[config.mk]
export PLATFORM = sky130hd
export DESIGN_NAME = load_store_unit
export DESIGN_NICKNAME = d
export VERILOG_FILES = /design/src/rtl/load_store_unit.sv
export SDC_FILE = /design/constraint.sdc
export NUM_CORES = 1
export LEC_CHECK = 0
export BUFFER_PORTS_ARGS = -buffer_cell sky130_fd_sc_hd__buf_2
export CAP_MARGIN = 10
export CORE_MARGIN = 3
export CORE_UTILIZATION = 35
export DETAILED_ROUTE_END_ITERATION = 6
export GPL_TIMING_DRIVEN = 0
export SLEW_MARGIN = 15
export SYNTH_ARGS = -nofsm -noshare
export SYNTH_HDL_FRONTEND = slang
export SYNTH_SLANG_ARGS = --single-unit
export TNS_END_PERCENT = 1
[constraint.sdc]
create_clock -name clk -period 2.4 [get_ports clk]
set_clock_uncertainty 0.15 [all_clocks]
set_input_delay 0.24 -clock clk [delete_from_list [all_inputs] [get_ports clk]]
set_output_delay 0.24 -clock clk [all_outputs]
set_load 0.01 [all_outputs]
[src/rtl/load_store_unit.sv]
// MIPS data-memory initiator: takes one load/store from the core, checks alignment
// and range, does read-modify-write for sub-word stores and extends load data.
module load_store_unit #(
    parameter int          DATA_WIDTH   = 32,
    parameter logic [31:0] BASE_ADDR    = 32'h10010000,
    parameter int          MEMORY_DEPTH = 1024
) (
    input  logic                  clk,
    input  logic                  reset,
    input  logic                  req_valid,
    output logic                  req_ready,
    input  logic                  req_write,
    input  logic [1:0]            req_size,
    input  logic                  req_signed,
    input  logic [31:0]           req_addr,
    input  logic [DATA_WIDTH-1:0] req_wdata,
    output logic                  resp_valid,
    output logic [DATA_WIDTH-1:0] resp_rdata,
    output logic                  addr_error,
    output logic [31:0]           mem_address,
    output logic [DATA_WIDTH-1:0] mem_write_data,
    output logic                  mem_write,
    output logic                  mem_read,
    input  logic [DATA_WIDTH-1:0] mem_read_data,
    output logic [1:0]            dbgState
);

    // Handshake: a request transfers on a rising clk edge where req_valid and
    // req_ready are both high; req_ready is high only in IDLE, so the core must
    // hold its request until then. resp_valid is a single-cycle pulse, no back-pressure.

    localparam logic [1:0] IDLE  = 2'd0;
    localparam logic [1:0] READ  = 2'd1;
    localparam logic [1:0] WRITE = 2'd2;
    localparam logic [1:0] RESP  = 2'd3;

    localparam logic [1:0] SIZE_BYTE = 2'b00;
    localparam logic [1:0] SIZE_HALF = 2'b01;
    localparam logic [1:0] SIZE_WORD = 2'b10;
    localparam logic [1:0] SIZE_BAD  = 2'b11;

    // 33-bit limit so a segment ending at the top of the address space cannot wrap.
    localparam logic [32:0] ADDR_LIMIT = {1'b0, BASE_ADDR} + 33'(4 * MEMORY_DEPTH);

    logic [1:0]            state;
    logic [1:0]            nextState;
    logic                  reqWrite;
    logic [1:0]            reqSize;
    logic                  reqSigned;
    logic [31:0]           reqAddr;
    logic [DATA_WIDTH-1:0] reqWdata;
    logic                  errFlag;
    logic [DATA_WIDTH-1:0] rdWord;

    logic                  isMisaligned;
    logic                  isIllegal;
    logic                  isOutOfRange;
    logic                  reqError;
    logic                  accept;
    logic [DATA_WIDTH-1:0] mergedWord;
    logic [DATA_WIDTH-1:0] loadData;
    logic [7:0]            byteLane;
    logic [15:0]           halfLane;

    assign accept = (state == IDLE) && req_valid;

    always_comb begin
        isIllegal    = (req_size == SIZE_BAD);
        isMisaligned = ((req_size == SIZE_HALF) && req_addr[0]) ||
                       ((req_size == SIZE_WORD) && (req_addr[1:0] != 2'b00));
        isOutOfRange = (req_addr < BASE_ADDR) || ({1'b0, req_addr} >= ADDR_LIMIT);
        reqError     = isIllegal || isMisaligned || isOutOfRange;
    end

    always_comb begin
        nextState = state;
        case (state)
            IDLE: begin
                if (req_valid) begin
                    if (reqError) begin
                        nextState = RESP;
                    end else if (!req_write || (req_size != SIZE_WORD)) begin
                        nextState = READ;
                    end else begin
                        nextState = WRITE;
                    end
                end
            end
            READ:    nextState = reqWrite ? WRITE : RESP;
            WRITE:   nextState = RESP;
            RESP:    nextState = IDLE;
            default: nextState = IDLE;
        endcase
    end

    always_ff @(posedge clk or negedge reset) begin
        if (!reset) begin
            state     <= IDLE;
            reqWrite  <= 1'b0;
            reqSize   <= 2'b00;
            reqSigned <= 1'b0;
            reqAddr   <= '0;
            reqWdata  <= '0;
            errFlag   <= 1'b0;
            rdWord    <= '0;
        end else begin
            state <= nextState;
            if (accept) begin
                reqWrite  <= req_write;
                reqSize   <= req_size;
                reqSigned <= req_signed;
                reqAddr   <= req_addr;
                reqWdata  <= req_wdata;
                errFlag   <= reqError;
            end
            if (state == READ) begin
                rdWord <= mem_read_data;
            end
        end
    end

    // Little-endian lanes: byte n occupies bits [8n+7:8n].
    always_comb begin
        mergedWord = rdWord;
        case (reqSize)
            SIZE_BYTE: mergedWord[{reqAddr[1:0], 3'b000} +: 8]  = reqWdata[7:0];
            SIZE_HALF: mergedWord[{reqAddr[1], 4'b0000} +: 16]  = reqWdata[15:0];
            default:   mergedWord = reqWdata;
        endcase
    end

    always_comb begin
        byteLane = rdWord[{reqAddr[1:0], 3'b000} +: 8];
        halfLane = rdWord[{reqAddr[1], 4'b0000} +: 16];
        case (reqSize)
            SIZE_BYTE: loadData = reqSigned ? {{(DATA_WIDTH-8){byteLane[7]}}, byteLane}
                                            : {{(DATA_WIDTH-8){1'b0}}, byteLane};
            SIZE_HALF: loadData = reqSigned ? {{(DATA_WIDTH-16){halfLane[15]}}, halfLane}
                                            : {{(DATA_WIDTH-16){1'b0}}, halfLane};
            default:   loadData = rdWord;
        endcase
    end

    // Memory-side outputs decode only registered state, never the live request.
    assign req_ready      = (state == IDLE);
    assign mem_read       = (state == READ);
    assign mem_write      = (state == WRITE);
    assign mem_address    = ((state == READ) || (state == WRITE)) ? {reqAddr[31:2], 2'b00} : '0;
    assign mem_write_data = (state == WRITE) ? mergedWord : '0;
    assign resp_valid     = (state == RESP);
    assign addr_error     = (state == RESP) && errFlag;
    assign resp_rdata     = ((state == RESP) && !errFlag && !reqWrite) ? loadData : '0;
    assign dbgState       = state;

endmodule

## After elaboration in Yosys (flattened, before gate mapping)

Cells that the tools add are included.

- Add/subtract/negate cells: 2
- Equality and inequality tests: 9
- $lt $le $gt $ge: 2
- Muxes and demuxes: 14
- Shifts and indexed selects: 6
- Reductions and logical operators: 18

Operators by type and width:

| kind | count |
|---|---|
| $mux 32 | 5 |
| $pmux 32 s2 | 2 |
| $bwmux 32 | 2 |
| $ge 32x29->1 const B | 1 |
| $lt 32x29->1 const B | 1 |
| $shift 16x7->32 const A | 1 |
| $shift 8x7->32 const A | 1 |
| $shiftx 16x7->32 | 1 |
| $shiftx 32x6->16 | 1 |
| $shiftx 32x6->8 | 1 |
| $shiftx 8x7->32 | 1 |
| $neg 5->7 | 2 |
| $eq 2x2->1 const B | 4 |
| $pmux 2 s4 | 1 |
| $eq 2x1->1 const B | 3 |
| $logic_and 1x1->1 | 6 |
| $logic_or 1x1->1 | 6 |
| $mux 2 | 3 |
| $logic_not 2->1 | 2 |
| $ne 2x2->1 const B | 2 |
| $logic_not 1->1 | 3 |
| $reduce_bool 2->1 | 1 |
| $mux 1 | 1 |

- Word-level logic and storage cells: 59
- Output and inout bits: 103
- Flip-flop bits (word level): 103

## Longest topological paths before layout

- Depth in word-level cells: 8
- Mapped depth: 8
- Mapped depth without buffers: 6

## Least setup slack after synthesis

No wires, ideal clock.

- Path type: register to output
- From: reg reqAddr[1]
- To: out mem_write_data[30]
- Required time: 2010 ps
- Slack: 85 ps
- Cell stages (with the launch flop): 9
- Arrival: 1925 ps
- Cells stage by stage: dfrtp_1 > buf_4 > inv_2 > ha_1 > nor4bb_1 > clkbuf_1 > a221o_1 > a22oi_1 > nor2b_1

- Longest elaborated chain between the ends: 5
- Elaborated cells on any way between the ends: 10

RTL lines:

| item | RTL line | text |
|---|---|---|
| start: declaration | 50 | `logic [31:0] reqAddr;` |
| start signal: assignment | 112 | `reqAddr <= req_addr;` |
| $neg 5->7 (on tied branches) | 127, 126 |  |
| $shiftx 16x7->32 (tied with other cells) | 127 | `SIZE_HALF: mergedWord[{reqAddr[1], 4'b0000} +: 16] = reqWdata[15:0];` |
| $bwmux 32 (on tied branches) | 127, 126 |  |
| $pmux 32 s2 * | 125 | `case (reqSize)` |
| $mux 32 * | 149 | `assign mem_write_data = (state == WRITE) ? mergedWord : '0;` |
| end: declaration | 21 | `output logic [DATA_WIDTH-1:0] mem_write_data,` |

Every way passes the cells marked *; elsewhere a longest branch is shown, timed or not.

## Worst setup path after layout

- From: reg reqAddr[0]
- To: out mem_write_data[19]

- Longest elaborated chain between the ends: 5
- Elaborated cells on any way between the ends: 6

RTL lines:

| item | RTL line | text |
|---|---|---|
| $neg 5->7 * | 126 | `SIZE_BYTE: mergedWord[{reqAddr[1:0], 3'b000} +: 8] = reqWdata[7:0];` |
| $shiftx 8x7->32 / $shift 8x7->32 (equally long branches) | 126 |  |
| $bwmux 32 * | 126 |  |
| $pmux 32 s2 * | 125 |  |
| $mux 32 * | 149 |  |

Marked as above.

==> flow_results.xml <==
<?xml version="1.0" encoding="UTF-8"?>
<metrics>
  <group name="outcome">
    <metric name="run_status" unit="">finished, violations left</metric>
    <metric name="violations" unit="">negative setup slack</metric>
  </group>
  <group name="final_layout">
    <metric name="fillCellCount" unit="">1532</metric>
    <metric name="syn_to_final_growth" unit="%">46.3</metric>
    <metric name="finalInstanceArea" unit="sq um">9000</metric>
    <metric name="share_of_cells_above_drive_strength_1" unit="%">44.2</metric>
    <metric name="final_common_cell" unit="">sky130_fd_sc_hd__buf_2</metric>
    <metric name="commonest_cells_after_routing_fill_and_taps_aside" unit="">sky130_fd_sc_hd__buf_2, sky130_fd_sc_hd__dfrtp_1, sky130_fd_sc_hd__mux2_2</metric>
    <metric name="fin_nets" unit="">999</metric>
    <metric name="antennaDiodeCount" unit="">0</metric>
  </group>
  <group name="sta">
    <metric name="final_slew_viol_count" unit="">0</metric>
    <metric name="timing.final.hold_violations" unit="">0</metric>
    <metric name="clock.fmax" unit="GHz">0.364</metric>
    <metric name="fin_crit_sh" unit="%">114</metric>
    <metric name="setup_viol" unit="">63</metric>
    <metric name="tightest_slew" unit="ns">0.618</metric>
    <metric name="finalWorstSetupSlack" unit="ns">-0.347</metric>
    <metric name="timing.final.crit_period" unit="ns">2.75</metric>
    <metric name="final.setup.tns" unit="ns">-13.83</metric>
    <metric name="max-slew-margin-rel" unit="%">58.8</metric>
    <metric name="rsz_0062_raised_after_global_routing" unit="">yes</metric>
  </group>
  <group name="critical_path">
    <metric name="worst_path_most_repeated_cell" unit="">sky130_fd_sc_hd__buf_4</metric>
    <metric name="worst_setup_path_start_kind" unit="">flip-flop</metric>
    <metric name="timing.critical_path.max_delay_family" unit="">buffers and inverters</metric>
    <metric name="crit_type" unit="">reg -&gt; out</metric>
    <metric name="timing.reg2reg.setup_slack" unit="ns">0.13</metric>
    <metric name="endpoint_kind" unit="">output port</metric>
    <metric name="crit_slowest_cell" unit="">sky130_fd_sc_hd__dfrtp_1</metric>
    <metric name="path_max_fanout" unit="">8</metric>
    <metric name="worst_ep_arrival_time" unit="ns">2.36</metric>
    <metric name="cp_slowest_stage_delay" unit="ns">0.37</metric>
    <metric name="cp.required" unit="ns">2.01</metric>
    <metric name="timing.critical_path.cells" unit="">buf_6 -&gt; clkinvlp_4 -&gt; buf_4 -&gt; ha_1 -&gt; nor4bb_2 -&gt; buf_4 -&gt; a221o_1 -&gt; a22oi_1 -&gt; nor2b_1 -&gt; buf_2</metric>
    <metric name="timing.critical_path.buf_inv" unit="">5</metric>
  </group>
  <group name="routing">
    <metric name="drt_first_iter_violations" unit="">557</metric>
    <metric name="detail_route.wl_per_cell" unit="microns">20.0</metric>
    <metric name="detail_route.drc_violations" unit="">0</metric>
    <metric name="via_per_inst" unit="">5.36</metric>
    <metric name="drt_pre_antenna_iters" unit="">6</metric>
    <metric name="vias" unit="">5954</metric>
    <metric name="drtAntennaViolNets" unit="">0</metric>
    <metric name="drt_wl_total" unit="microns">22200</metric>
  </group>
  <group name="logic_synthesis">
    <metric name="synthesis.area_per_instance" unit="sq um">10.9</metric>
    <metric name="ys_ff_latch" unit="">103</metric>
    <metric name="synth_flop_cell" unit="">sky130_fd_sc_hd__dfrtp_1</metric>
    <metric name="synth_edf_count" unit="">0</metric>
    <metric name="ys.warnings.count" unit="">0</metric>
    <metric name="netlist_area" unit="sq um">6150</metric>
    <metric name="postSynthCellCount" unit="">567</metric>
    <metric name="synth_seq_area_share" unit="%">41.9</metric>
    <metric name="async_reset_ff_share" unit="%">100</metric>
    <metric name="ys_types" unit="">46</metric>
  </group>
  <group name="global_routing">
    <metric name="grt_pass1_vias" unit="">5983</metric>
    <metric name="grt_pass1_wl" unit="microns">34100</metric>
    <metric name="grt_remaining_overflow" unit="">0</metric>
    <metric name="globalRouteTotalUtil" unit="%">22.4</metric>
    <metric name="grt_max_degree" unit="">59</metric>
    <metric name="grt_antenna_before_repair" unit="">0</metric>
  </group>
  <group name="pwr">
    <metric name="vdd_ir_drop_max" unit="V">0.000683</metric>
    <metric name="leakage_power" unit="uW">0.00420</metric>
    <metric name="powerDensity" unit="nW/um^2">1400</metric>
  </group>
  <group name="die">
    <metric name="die_w" unit="microns">139</metric>
    <metric name="fp.dieArea" unit="sq um">19200</metric>
    <metric name="top_level_port_count" unit="">206</metric>
    <metric name="die_h" unit="microns">139</metric>
    <metric name="initial_core_util" unit="%">36.5</metric>
    <metric name="placeableCoreArea" unit="sq um">16900</metric>
    <metric name="floorplan.rows" unit="">47</metric>
  </group>
  <group name="hold_path">
    <metric name="hold_path_class" unit="">in -&gt; reg</metric>
  </group>
  <group name="clock_tree">
    <metric name="clk-insertion-delay-late" unit="ns">0.35</metric>
    <metric name="cts_tree" unit="">yes</metric>
    <metric name="clk_pin_slew" unit="ns">0.07</metric>
    <metric name="ctsRootBufferMaster" unit="">sky130_fd_sc_hd__clkbuf_16</metric>
    <metric name="htree_num_levels" unit="">3</metric>
    <metric name="cts_inserted_buffers" unit="">9</metric>
    <metric name="clock_tree.buffer_depth" unit="">2</metric>
    <metric name="numClockSinks" unit="">103</metric>
  </group>
  <group name="placed_design">
    <metric name="place_area" unit="sq um">7480</metric>
    <metric name="place_congestion" unit="">0.878</metric>
    <metric name="dp_hpwl" unit="microns">15900</metric>
    <metric name="io_buffers" unit="">203</metric>
  </group>
  <group name="run">
    <metric name="timing.max_cap.violations" unit="">0</metric>
  </group>
</metrics>
-- state kept, by name (all words and copies together), names as in the netlist --
name	count
dbgState	2
errFlag	1
rdWord	32
reqAddr	32
reqSigned	1
reqSize	2
reqWdata	32
reqWrite	1
-- through the flow --
stage,utilization [%],cells,power (uW),hold WS [ns],worst slack (ns)
2_1_floorplan,-,568,7900,-0.206,0.0851
3_3_place_gp,44.1,991,10300,0.322,-0.369
3_5_place_dp,44.3,992,10300,0.0432,-0.376
4_1_cts,52.5,1107,12300,0.00166,-0.338
5_1_grt,53.3,1111,13500,0.00915,-0.494
6_report,53.3,1111,12600,0.0160,-0.347
-- synth_stat cells (9+ instances only) --
cell type                  count  area share [%]
sky130_fd_sc_hd__mux2i_1      19             3.1
sky130_fd_sc_hd__and2_1       31             3.2
sky130_fd_sc_hd__ha_1          9             1.8
sky130_fd_sc_hd__a221o_1      16             2.6
sky130_fd_sc_hd__clkbuf_1     19             1.2
sky130_fd_sc_hd__dfrtp_1     103              42
sky130_fd_sc_hd__nand2_1      44             2.7
sky130_fd_sc_hd__nor2_1       26             1.6
sky130_fd_sc_hd__nor2b_1      26             2.6
sky130_fd_sc_hd__a21oi_1      21             1.7
sky130_fd_sc_hd__buf_2        18             1.5
sky130_fd_sc_hd__a221oi_1     15             2.1
sky130_fd_sc_hd__a22oi_1      16             2.0
sky130_fd_sc_hd__o21ai_0      10            0.81
sky130_fd_sc_hd__mux2_2      100              18
-- layout make-up --
type                       instances  area (sq um)  area share, %
inverter                          10          48.8          0.542
sequential                       103          2580           28.6
buffer                            44           250           2.78
clock inverter                     6           109           1.21
clock buffer                       9           225           2.50
multi-input combinational        410          3440           38.2
tap                              220           275           3.06
timing repair buffer             309          2080           23.1
-- cell families (layout without fill, tap and decap cells) --
logic type / after synthesis / count (layout) / share of synthesized area, %
AO/OA/AOI/OAI: 117 / 117 / 14.6
other: 1 / 2 / 0.0609
buffers and inverters: 55 / 378 / 4.21
adder cells (fa/ha/maj): 9 / 9 / 1.83
multiplexers: 126 / 126 / 23.9
flip-flops: 103 / 103 / 41.9
AND/OR/NAND/NOR: 156 / 156 / 13.5
-- report_power, final --
part           total, uW  leakage, uW  switching (uW)  internal, uW
sequential          3900      0.00122            1270          2630
combinational       7070      0.00282            3570          3500
clock               1670     0.000166             660          1010
-- per-layer routing --
| metal | GRT usage, % | up-vias | part of all wire, % |
|---|---|---|---|
| met4 | 7.96 | 0 | 3.9 |
| met1 | 28.5 | 2830 | 41 |
| met2 | 37.0 | 330 | 47 |
| li1 | - | 2741 | - |
| met5 | 0 | - | 0 |
| met3 | 5.86 | 53 | 8.6 |
-- path summary, 6_finish.rpt --
kind	depth (start not counted)	end	startpoint
worst max-delay path	10	mem_write_data[19]	reqAddr[0]$_DFFE_PN0P_
worst min-delay path	2	reqAddr[12]$_DFFE_PN0P_	req_addr[12]
worst max register to register	5	reqAddr[5]$_DFFE_PN0P_	dbgState[1]$_DFFE_PN0P_
worst min register to register	1	reqAddr[23]$_DFFE_PN0P_	reqAddr[23]$_DFFE_PN0P_
max in group asynchronous	3	reqAddr[5]$_DFFE_PN0P_	reset
min in group asynchronous	2	rdWord[7]$_DFFE_PN0P_	reset
-- what timing repair did --
action | in CTS | in global routing
endpoints found under the hold margin | 139 | 0
pin swaps | 5 | 6
hold buffers | 95 | 0
buffers inserted | 6 | 4
resized for setup | 16 | 30
setup endpoints to repair | 64 | 82
Power figures use the tool's default switching activity.
